<file path="config.mk">
export PLATFORM = sky130hd
export DESIGN_NAME = qbus_target
export DESIGN_NICKNAME = d
export VERILOG_FILES = /design/src/rtl/qbus_pkg.sv /design/src/rtl/qbus_target_lanes.sv /design/src/rtl/qbus_target.sv
export SDC_FILE = /design/constraint.sdc
export NUM_CORES = 1
export LEC_CHECK = 0
export CAP_MARGIN = 20
export CORE_MARGIN = 5
export CORE_UTILIZATION = 40
export CTS_CLUSTER_SIZE = 14
export DETAILED_ROUTE_END_ITERATION = 6
export PLACE_DENSITY = 0.73
export SLEW_MARGIN = 20
export SYNTH_ARGS = -nofsm -noshare
export SYNTH_HDL_FRONTEND = slang
export SYNTH_SLANG_ARGS = --single-unit
</file>
<file path="constraint.sdc">
create_clock -name clk -period 4.5 [get_ports clk]
set_clock_uncertainty 0.15 [all_clocks]
set_input_delay 0.45 -clock clk [delete_from_list [all_inputs] [get_ports clk]]
set_output_delay 0.45 -clock clk [all_outputs]
set_load 0.02 [all_outputs]
</file>
<file path="src/rtl/qbus_pkg.sv">
// Shared encodings for the qbus target: FSM states, byte-enable patterns and
// the data returned when a read times out.
package qbus_pkg;

  localparam logic [2:0] S_IDLE    = 3'd0;
  localparam logic [2:0] S_WAIT    = 3'd1;
  localparam logic [2:0] S_REQ     = 3'd2;
  localparam logic [2:0] S_REPLY   = 3'd3;
  localparam logic [2:0] S_RELEASE = 3'd4;

  localparam logic [1:0] BE_WORD = 2'b11;
  localparam logic [1:0] BE_LO   = 2'b01;
  localparam logic [1:0] BE_HI   = 2'b10;

  localparam logic [15:0] READ_TIMEOUT_DATA = 16'hFFFF;

endpackage

</file>
<file path="src/rtl/qbus_target_lanes.sv">
// Write-lane steering: byte writes select one lane by address bit 0 and
// replicate the low byte; reads and word writes use both lanes.
module qbus_target_lanes
  import qbus_pkg::*;
(
  input  logic        is_read,
  input  logic        wtbt,
  input  logic        a0,
  input  logic [15:0] data,
  output logic [1:0]  be,
  output logic [15:0] wdata
);

  always_comb begin
    be    = BE_WORD;
    wdata = data;
    if (!is_read && wtbt) begin
      be    = a0 ? BE_HI : BE_LO;
      wdata = {data[7:0], data[7:0]};
    end
  end

endmodule

</file>
<file path="src/rtl/qbus_target.sv">
// Bus responder for the vm1 MPI-style bus: window decode, optional wait states,
// single-beat backend request with timeout, RPLY held until strobes release.
module qbus_target
  import qbus_pkg::*;
#(
  parameter logic [15:0] BASE        = 16'o100000,
  parameter logic [15:0] MASK        = 16'o140000,
  parameter int          WAIT_STATES = 0,
  parameter int          TIMEOUT     = 63
) (
  input  logic        clk,
  input  logic        reset,
  input  logic        ce,
  input  logic [15:0] addr_i,
  input  logic [15:0] data_i,
  output logic [15:0] data_o,
  input  logic        SYNC,
  input  logic        DIN,
  input  logic        DOUT,
  input  logic        WTBT,
  output logic        RPLY,
  output logic [14:0] mem_addr,
  output logic        mem_rd,
  output logic        mem_wr,
  output logic [1:0]  mem_be,
  output logic [15:0] mem_wdata,
  input  logic [15:0] mem_rdata,
  input  logic        mem_ack,
  output logic        err_o
);

  localparam logic [3:0] WAIT_LOAD = 4'(WAIT_STATES > 0 ? WAIT_STATES - 1 : 0);
  localparam logic [7:0] TMO_LOAD  = 8'(TIMEOUT > 0 ? TIMEOUT - 1 : 0);

  logic [2:0]  state_q, state_d;
  logic        strb_q, strb_d;
  logic [14:0] addr_q, addr_d;
  logic        rd_q, rd_d;
  logic [1:0]  be_q, be_d;
  logic [15:0] wdata_q, wdata_d;
  logic [15:0] data_q, data_d;
  logic        err_q, err_d;
  logic [3:0]  wcnt_q, wcnt_d;
  logic [7:0]  tcnt_q, tcnt_d;

  logic [1:0]  lane_be;
  logic [15:0] lane_wdata;
  logic        strobe, start, hit, abort;

  assign strobe = DIN | DOUT;
  assign start  = SYNC & strobe & ~strb_q;
  assign hit    = (addr_i & MASK) == (BASE & MASK);
  assign abort  = ~SYNC & ~DIN & ~DOUT;

  // DIN wins when both strobes are raised together
  qbus_target_lanes u_lanes (
    .is_read (DIN),
    .wtbt    (WTBT),
    .a0      (addr_i[0]),
    .data    (data_i),
    .be      (lane_be),
    .wdata   (lane_wdata)
  );

  always_ff @(posedge clk or posedge reset) begin
    if (reset) begin
      state_q <= S_IDLE;
      strb_q  <= 1'b0;
      addr_q  <= '0;
      rd_q    <= 1'b0;
      be_q    <= '0;
      wdata_q <= '0;
      data_q  <= '0;
      err_q   <= 1'b0;
      wcnt_q  <= '0;
      tcnt_q  <= '0;
    end else begin
      state_q <= state_d;
      strb_q  <= strb_d;
      addr_q  <= addr_d;
      rd_q    <= rd_d;
      be_q    <= be_d;
      wdata_q <= wdata_d;
      data_q  <= data_d;
      err_q   <= err_d;
      wcnt_q  <= wcnt_d;
      tcnt_q  <= tcnt_d;
    end
  end

  always_comb begin
    state_d = state_q;
    strb_d  = strb_q;
    addr_d  = addr_q;
    rd_d    = rd_q;
    be_d    = be_q;
    wdata_d = wdata_q;
    data_d  = data_q;
    err_d   = err_q;
    wcnt_d  = wcnt_q;
    tcnt_d  = tcnt_q;
    if (ce) begin
      strb_d = strobe;
      err_d  = 1'b0;
      case (state_q)
        S_IDLE: begin
          if (start && hit) begin
            addr_d  = addr_i[15:1];
            rd_d    = DIN;
            be_d    = lane_be;
            wdata_d = lane_wdata;
            wcnt_d  = WAIT_LOAD;
            tcnt_d  = TMO_LOAD;
            state_d = (WAIT_STATES > 0) ? S_WAIT : S_REQ;
          end
        end
        S_WAIT: begin
          if (abort)                state_d = S_IDLE;
          else if (wcnt_q == 4'd0)  state_d = S_REQ;
          else                      wcnt_d  = wcnt_q - 4'd1;
        end
        // ack is checked before the terminal count so a coincident ack wins
        S_REQ: begin
          if (mem_ack) begin
            if (rd_q) data_d = mem_rdata;
            state_d = S_REPLY;
          end else if (tcnt_q == 8'd0) begin
            if (rd_q) data_d = READ_TIMEOUT_DATA;
            err_d   = 1'b1;
            state_d = S_REPLY;
          end else begin
            tcnt_d = tcnt_q - 8'd1;
          end
        end
        S_REPLY:   if (!strobe) state_d = S_RELEASE;
        S_RELEASE: state_d = S_IDLE;
        default:   state_d = S_IDLE;
      endcase
    end
  end

  always_comb begin
    RPLY      = (state_q == S_REPLY);
    mem_rd    = (state_q == S_REQ) &  rd_q;
    mem_wr    = (state_q == S_REQ) & ~rd_q;
    mem_addr  = addr_q;
    mem_be    = be_q;
    mem_wdata = wdata_q;
    data_o    = data_q;
    err_o     = err_q;
  end

endmodule

</file>
* After elaboration in Yosys (flattened, before gate mapping) *
Index checks and enable logic that the tools add are counted.

word-level totals
  register bits = 67
  output and inout bits = 53
  logic and storage cells = 75

cells by class
  $add $sub $neg = 2
  eq/ne operators = 12
  muxes and demuxes = 25
  bitwise gates (word level) = 12
  reduce and logical (&&, ||, !) cells = 14

operators with widths
  operator               count
  $mux W16               5
  $mux W8                3
  $mux W3                6
  $pmux W8 S2            1
  $reduce_and A5 Y1      3
  $mux W4                3
  $ne A2 B2 Y1 const B   6
  $pmux W3 S4            1
  $logic_not A8 Y1       1
  $pmux W4 S2            1
  $sub A8 B1 Y8 const B  1
  $and A1 B1 Y1          6
  $eq A3 B2 Y1 const B   2
  $ne A3 B3 Y1 const B   2
  $reduce_bool A2 Y1     3
  $not A1 Y1             5
  $logic_not A4 Y1       1
  $mux W2                2
  $reduce_and A4 Y1      1
  $sub A4 B1 Y4 const B  1
  $eq A3 B1 Y1 const B   1
  $logic_not A3 Y1       1
  $mux W1                3
  $reduce_and A3 Y1      1
  4 further kinds        5

* Logic depth before layout (Yosys ltp) *
Gate-level depths: netlist (run 1).

  depth in word-level cells = 6
  depth in mapped cells = 7

* Cells and area by module *
From an unflattened synthesis (run 1), not the netlist that was laid out.

second synthesis, totals
  cells, all modules = 259
  area, all modules = 3329.4 sq um

by module, submodules not included
  module             times used  cells an instance  area an instance (sq um)
  qbus_target        1           239                3110.5
  qbus_target_lanes  1           20                 219.0

* Worst setup path before layout (run 1) *
No wires, ideal clock.

  path type = input -> register
  from = in ce
  to = reg tcnt_q[6]
  arrival time = 1.873 ns
  required time = 4.228 ns
  path slack = 2.356 ns
  cell stages on the path = 7
  path buffers = 3
  path through = buf_4 -> or3b_4 -> or4_1 -> buf_6 -> buf_12 -> nand3_2 -> nand3_2

between the ends
  word-level cells in the longest chain between the ends = 1

ends and longest elaborated chain
  element                             RTL line           text
  start: declaration                  qbus_target.sv:13  input logic ce,
  $reduce_and A5 Y1 (no source line)  --
  end signal: assignment              qbus_target.sv:87  tcnt_q <= tcnt_d;
  end: declaration                    qbus_target.sv:44  logic [7:0] tcnt_q, tcnt_d;

No other way between the ends.
A chain may end at the register's enable or synchronous reset.

* Worst setup path in the final report (run 1) *
  from = in ce
  to = reg be_q[1], in the netlist mem_be[1]

between the ends
  word-level cells in the longest chain between the ends = 1

ends and longest elaborated chain
  element                             RTL line           text
  $reduce_and A3 Y1 (no source line)  --
  end signal: assignment              qbus_target.sv:71  be_q <= '0;
  end signal: assignment              qbus_target.sv:82  be_q <= be_d;
  end: declaration                    qbus_target.sv:39  logic [1:0] be_q, be_d;

No other way between the ends.

==> results of run 1 <==
[cell type report]
class | instances | area (µm²)
Timing Repair Buffer | 110 | 1096
Clock inverter | 4 | 25.02
Sequential cell | 67 | 1677
Inverter | 26 | 97.59
Multi-Input combinational cell | 223 | 1214
Clock buffer | 12 | 155.1
Tap cell | 102 | 127.6
Fill cell | 699 | 3256
[worst register-to-register path, delay by kind of cell (launching register included)]
family / cells / cell delay (ns)
and+or+nand+nor: 4 / 1.93
DFF: 1 / 0.47
[registers in the layout, indices dropped and copies added, names as in the netlist]
name,flops
rd_q,1
strb_q,1
mem_be,2
tcnt_q,8
mem_wdata,16
err_o,1
wcnt_q,4
mem_addr,15
state_q,3
data_o,16
[where the power goes]
part | total [mW] | internal [mW] | switching (mW)
Clock | 0.453 | 0.228 | 0.224
Combinational | 0.981 | 0.474 | 0.507
Sequential | 0.948 | 0.812 | 0.135
Total | 2.38 | 1.51 | 0.867
[placed cells by master (no fill, tap or decap), types with 2 or more instances in the layout]
master             n
nor3_1             7
clkinv_2           2
nand3_1            4
a211oi_1           2
dfrtp_1           67
a21oi_1            7
o21ai_0           10
inv_1             25
o21ai_1            4
nand2_1           84
clkbuf_8          11
o21ai_2            8
a31oi_1           19
and2_1             2
nand2b_1           6
nand3_2            2
mux2i_1            8
clkdlybuf4s50_1  108
nand4_1            2
nand3b_1           4
buf_4              2
clkinvlp_4         2
nor2_1            32
ha_1               4
[metal layers]
layer  global-route usage [%]  vias up  share of wire (%)
met1                    19.88     1234                 43
met5                        0        -                  0
met2                    26.70       70                 51
met3                    3.929        8                4.9
li1                         -     1306                  -
met4                    5.431        0                1.5
[worst max path at each step]
stage,from,slack [ns],to,depth (start not counted)
after floorplan,reset,2.22,data_o[0],1
after CTS,ce,1.55,mem_be[0],5
after global placement,ce,1.25,mem_be[0],5
final,ce,1.53,mem_be[1],5
after global routing,ce,1.40,mem_be[0],5
after detailed placement,ce,1.18,mem_be[0],5
[kinds of logic after synthesis]
family / share of synthesized area [%]
simple gates: 23.36
fa+ha+maj: 1.617
compound gates: 10.99
flops: 54.16
mux: 2.951
buf+inv: 6.912
[metrics by stage]
stage | setup WS, ns | utilization [%] | instance area, µm² | hold slack [ns] | instances
2_1_floorplan | 2.217 | - | 3095 | 0.2921 | 331
3_3_place_gp | 1.248 | 55.01 | 4207 | 0.2985 | 528
3_5_place_dp | 1.179 | 55.01 | 4207 | 0.3049 | 528
4_1_cts | 1.550 | 57.36 | 4387 | 0.3216 | 544
5_1_grt | 1.402 | 57.43 | 4392 | 0.3412 | 544
6_report | 1.529 | 57.43 | 4392 | 0.3160 | 544
==> impl_metrics.env, run 1 <==
export IMPL_outcome="finished clean"
export IMPL_synth_top_cells_by_count="nand2_1 (84), dfrtp_1 (67), nor2_1 (33)"
export IMPL_total_clock_sinks=67
export IMPL_worst_slew_margin_pct=41.94
export IMPL_worst_hold_path_type="reg2reg"
export IMPL_wire_per_inst_um=13.53
export IMPL_hold_path_depth=2
export IMPL_r2r_end="mem_be[1]"
export IMPL_drt_iter0_markers=91
export IMPL_min_delay_worst_endpoint="mem_wdata[2]"
export IMPL_r2r_slack_ns=1.84
export IMPL_setup_viol_count_final=0
export IMPL_critical_path_top_delay_family="simple AND/OR/NAND/NOR gates"
export IMPL_yosys_warnings=0
export IMPL_grt_start_max_net_pins=46
export IMPL_first_global_vias=2490
export IMPL_dp_hpwl_um=5397
export IMPL_tightestPinTransition_ns=0.8708
export IMPL_route_detailed_drc=0
export IMPL_setup_repair_after_global_routing_missed_its_margin="no"
export IMPL_synth_most_common_cell="nand2_1"
export IMPL_postSynthNetCount=391
export IMPL_detail_route_vias_per_cell=4.813
export IMPL_synth_top_cell_area_share_pct=54.16
export IMPL_postCtsSetupBuffers=0
export IMPL_slowest_stage_cell_cp="or4_2"
export IMPL_place_gp_congestion=0.7387
export IMPL_totalPowerFinal_mw=2.381
export IMPL_start_util_pct=40.48
export IMPL_cts_htree_levels=3
export IMPL_ioPinCount=109
export IMPL_synth_cell_types=42
export IMPL_globalRoute_totalOverflow=0
export IMPL_clk_insertion_delay_late_ns=0.34
export IMPL_cp_max_fo=45
export IMPL_cts_resized=0
export IMPL_hold_viol_final=0
export IMPL_startpoint_class_of_the_critical_path="input port"
export IMPL_synth_edf_count=0
export IMPL_finalNetCount=497
export IMPL_cp_buf_inv_count=1
export IMPL_grt_use_total_pct=15.85
export IMPL_cell_breakdown_of_the_critical_path="clkdlybuf4s50_1, or3b_4, or4_2, nor3_1, nor2_1"
export IMPL_synthesis_area_per_instance_um2=9.352
export IMPL_power_density_cell_area_nw_per_um2=542.2
export IMPL_syn_area_um2=3095
export IMPL_postSynth_asyncResetShare_pct=100.0
export IMPL_synth_top_cells_by_area="dfrtp_1 (54%), nand2_1 (10%), nor2_1 (4.0%)"
export IMPL_synth_sequential_area_ratio_pct=54.16
export IMPL_final_period_minus_worst_setup_slack_ns=2.971
export IMPL_required_ns=4.58
export IMPL_io_buffer_count=108
export IMPL_cts_root_to_sink_buffers=2
export IMPL_chipHeight_um=97.97
export IMPL_detail_route_antenna_nets=0
export IMPL_clk_pin_slew_worst_paths_ns=0.07
export IMPL_worst_hold_startpoint="mem_wdata[2]"
export IMPL_critPathCaptureType="flop"
export IMPL_synthToLayoutAreaGrowth_pct=41.88
export IMPL_fp_coreArea_um2=7647
export IMPL_clock_root_buffer="clkbuf_8"
export IMPL_num_antenna_cells=0
export IMPL_drt_wl_total_um=7361
export IMPL_cp_arrival_ns=3.05
export IMPL_max_freq_mhz=336.6
export IMPL_final_min_period_over_clock_period_pct=66.02
export IMPL_synth_ff_latch_count=67
export IMPL_critical_path_max_stage_delay_ns=1.07
export IMPL_setup_worst_path_class="in2reg"
export IMPL_tritoncts="built"
export IMPL_drt_pass1_iterations=4
export IMPL_final_layout_size_suffix_gt1_share_pct=7.919
export IMPL_synth_top_cell_by_area="dfrtp_1"
export IMPL_die_w_um=97.97
export IMPL_max_cap_violations=0
export IMPL_row_count=32
export IMPL_maxSlewViolCount=0
export IMPL_number_of_antenna_violations_at_the_first_check_in_global_routing=0
export IMPL_first_pass_grt_wire_length_um=12410
export IMPL_postSynth_topFlopCell="dfrtp_1"
export IMPL_worst_r2r_cell_count=4
export IMPL_cts_hold_buf=0
export IMPL_setup_total_negative_slack_ns=0
export IMPL_routed_via_count=2618
export IMPL_cts_buffers=9
export IMPL_peakVddDrop_mv=0.1954
export IMPL_worstReg2RegStart="state_q[0]"
export IMPL_p_leak_nw=2.033
export IMPL_fp_dieArea_um2=9598
export IMPL_post_synth_inst_count=331
(Power assumes the default switching activity.)
==> run 2: changes to the inputs <==
==> constraint.sdc (replaced) <==
create_clock -name clk -period 2.9 [get_ports clk]
set_clock_uncertainty 0.15 [all_clocks]
set_input_delay 0.29 -clock clk [delete_from_list [all_inputs] [get_ports clk]]
set_output_delay 0.29 -clock clk [all_outputs]
set_load 0.02 [all_outputs]
==> run 2 against run 1 <==
Effect of this change: critical path depth did not move; via count up 1.2%; power rose by 68%; sequential share of layout area fell by 1.1 points; clock-buffer cell count down 2; global-route usage rose by 0.29 points; final area rose by 2.9%; combinational power rose by 58%; final cell count grew 1.3%; non-clock buffer count rose by 7.
==> impl_metrics.env, run 2 (synthesized netlist as in run 1, its figures left out) <==
export IMPL_placedInstanceArea_um2=4272
export IMPL_final_period_minus_worst_setup_slack_ns=2.398
export IMPL_tritoncts="built"
export IMPL_cell_internal_pwr_mw=2.607
export IMPL_clock_root_buffer="clkbuf_8"
export IMPL_cts_htree_levels=3
export IMPL_hold_viol_final=0
export IMPL_synthToLayoutAreaGrowth_pct=46.04
export IMPL_grt_start_max_net_pins=40
export IMPL_switching_power_mw=1.382
export IMPL_most_common_layout_cells="clkdlybuf4s50_1 (108), nand2_1 (84), dfrtp_1 (67)"
export IMPL_fp_coreArea_um2=7647
export IMPL_worstSetupStartpoint="state_q[0]"
export IMPL_cts_resized=0
export IMPL_setup_viol_count_final=0
export IMPL_io_buffer_count=108
export IMPL_die_w_um=97.97
export IMPL_worstReg2RegStart="state_q[0]"
export IMPL_drt_iter0_markers=87
export IMPL_setup_worst_path_class="reg2reg"
export IMPL_r2r_slack_ns=0.50
export IMPL_max_freq_mhz=417.1
export IMPL_start_util_pct=40.48
export IMPL_final_common_cell="clkdlybuf4s50_1"
export IMPL_cts_root_to_sink_buffers=2
export IMPL_ioPinCount=109
export IMPL_drt_wl_total_um=7689
export IMPL_max_cap_violations=0
export IMPL_cp_max_fo=17
export IMPL_maxSlewViolCount=0
export IMPL_fp_dieArea_um2=9598
export IMPL_postCtsSetupBuffers=0
export IMPL_required_ns=2.99
export IMPL_number_of_antenna_violations_at_the_first_check_in_global_routing=0
export IMPL_detail_route_vias_per_cell=4.808
export IMPL_comb_power_share_pct=38.8
export IMPL_fin_area_um2=4521
export IMPL_seqPwrFrac_pct=37.1
export IMPL_worst_slew_margin_pct=58.92
export IMPL_clk_pin_slew_worst_paths_ns=0.08
export IMPL_setup_total_negative_slack_ns=0
export IMPL_place_gp_congestion=0.7767
export IMPL_cp_arrival_ns=2.49
export IMPL_dp_hpwl_um=5696
export IMPL_tightestPinTransition_ns=0.6153
export IMPL_power_switching_share_pct=34.65
export IMPL_globalRoute_totalOverflow=0
export IMPL_clk_insertion_delay_late_ns=0.35
export IMPL_row_count=32
export IMPL_first_pass_grt_wire_length_um=12490
export IMPL_grt_use_total_pct=16.15
export IMPL_peakVddDrop_mv=0.3952
export IMPL_worst_hold_path_type="in2async"
export IMPL_final_min_period_over_clock_period_pct=82.68
export IMPL_power_density_cell_area_nw_per_um2=882.6
export IMPL_setup_repair_after_global_routing_missed_its_margin="no"
export IMPL_drt_pass1_iterations=4
export IMPL_route_detailed_drc=0
export IMPL_routed_via_count=2649
export IMPL_total_clock_sinks=67
export IMPL_wire_per_inst_um=13.95
export IMPL_whs_ns=0.1779
export IMPL_outcome="finished clean"
export IMPL_first_global_vias=2604
export IMPL_critPathCaptureType="flop"
export IMPL_clockPowerShare_pct=24.1
export IMPL_cts_hold_buf=0
export IMPL_startpoint_class_of_the_critical_path="flop"
export IMPL_num_antenna_cells=0
export IMPL_final_layout_size_suffix_gt1_share_pct=9.577
export IMPL_chipHeight_um=97.97
export IMPL_detail_route_antenna_nets=0
export IMPL_cts_buffers=9
export IMPL_p_leak_nw=2.104
export IMPL_finalNetCount=504
## run 2: per-layer routing
layer | vias to the layer above | track usage (%) | routed length [µm]
li1 | 1328 | - | -
met1 | 1239 | 19.55 | 3209
met2 | 68 | 27.02 | 3868
met3 | 14 | 3.857 | 442
met4 | 0 | 7.774 | 169
met5 | - | 0 | 0
## run 2: metrics by stage
step / util [%] / setup slack, ns / power (mW) / instances
2_1_floorplan: - / 0.7768 / 2.299 / 331
3_3_place_gp: 55.86 / 0.2208 / 3.011 / 535
3_5_place_dp: 55.86 / 0.1911 / 3.055 / 535
4_1_cts: 59.11 / 0.4850 / 4.022 / 551
5_1_grt: 59.11 / 0.3966 / 4.221 / 551
6_report: 59.11 / 0.5023 / 3.990 / 551
## run 2: worst paths after layout
kind                            cells after the start       endpoint
max in group asynchronous                           3    mem_addr[0]
min in group clk                                    2   mem_wdata[6]
worst min register to register                      2   mem_wdata[6]
worst max-delay path                                5  mem_wdata[12]
worst min-delay path                                2     data_o[10]
worst max register to register                      5  mem_wdata[12]
## run 2: area by class of cell
type | instances | area (µm²)
Sequential cell | 67 | 1677
Clock inverter | 6 | 111.4
Timing Repair Buffer | 117 | 1161
Fill cell | 663 | 3127
Multi-Input combinational cell | 223 | 1209
Clock buffer | 10 | 137.6
Tap cell | 102 | 127.6
Inverter | 26 | 97.59
## run 2: critical path: stages, from the launching register on
cell and delay [ns]:
dfrtp_1 0.46, or3b_4 0.44, or4_2 0.81, buf_4 0.28, nand2_1 0.10, o21ai_2 0.05
## run 2: power by group through the flow
stage | Sequential (mW) | Combinational [mW] | Clock [mW]
final | 1.48 | 1.55 | 0.963
after CTS | 1.48 | 1.57 | 0.977
after global routing | 1.52 | 1.67 | 1.02
after global placement | 1.48 | 1.53 | 0
after detailed placement | 1.49 | 1.56 | 0
after floorplan | 1.76 | 0.543 | 0
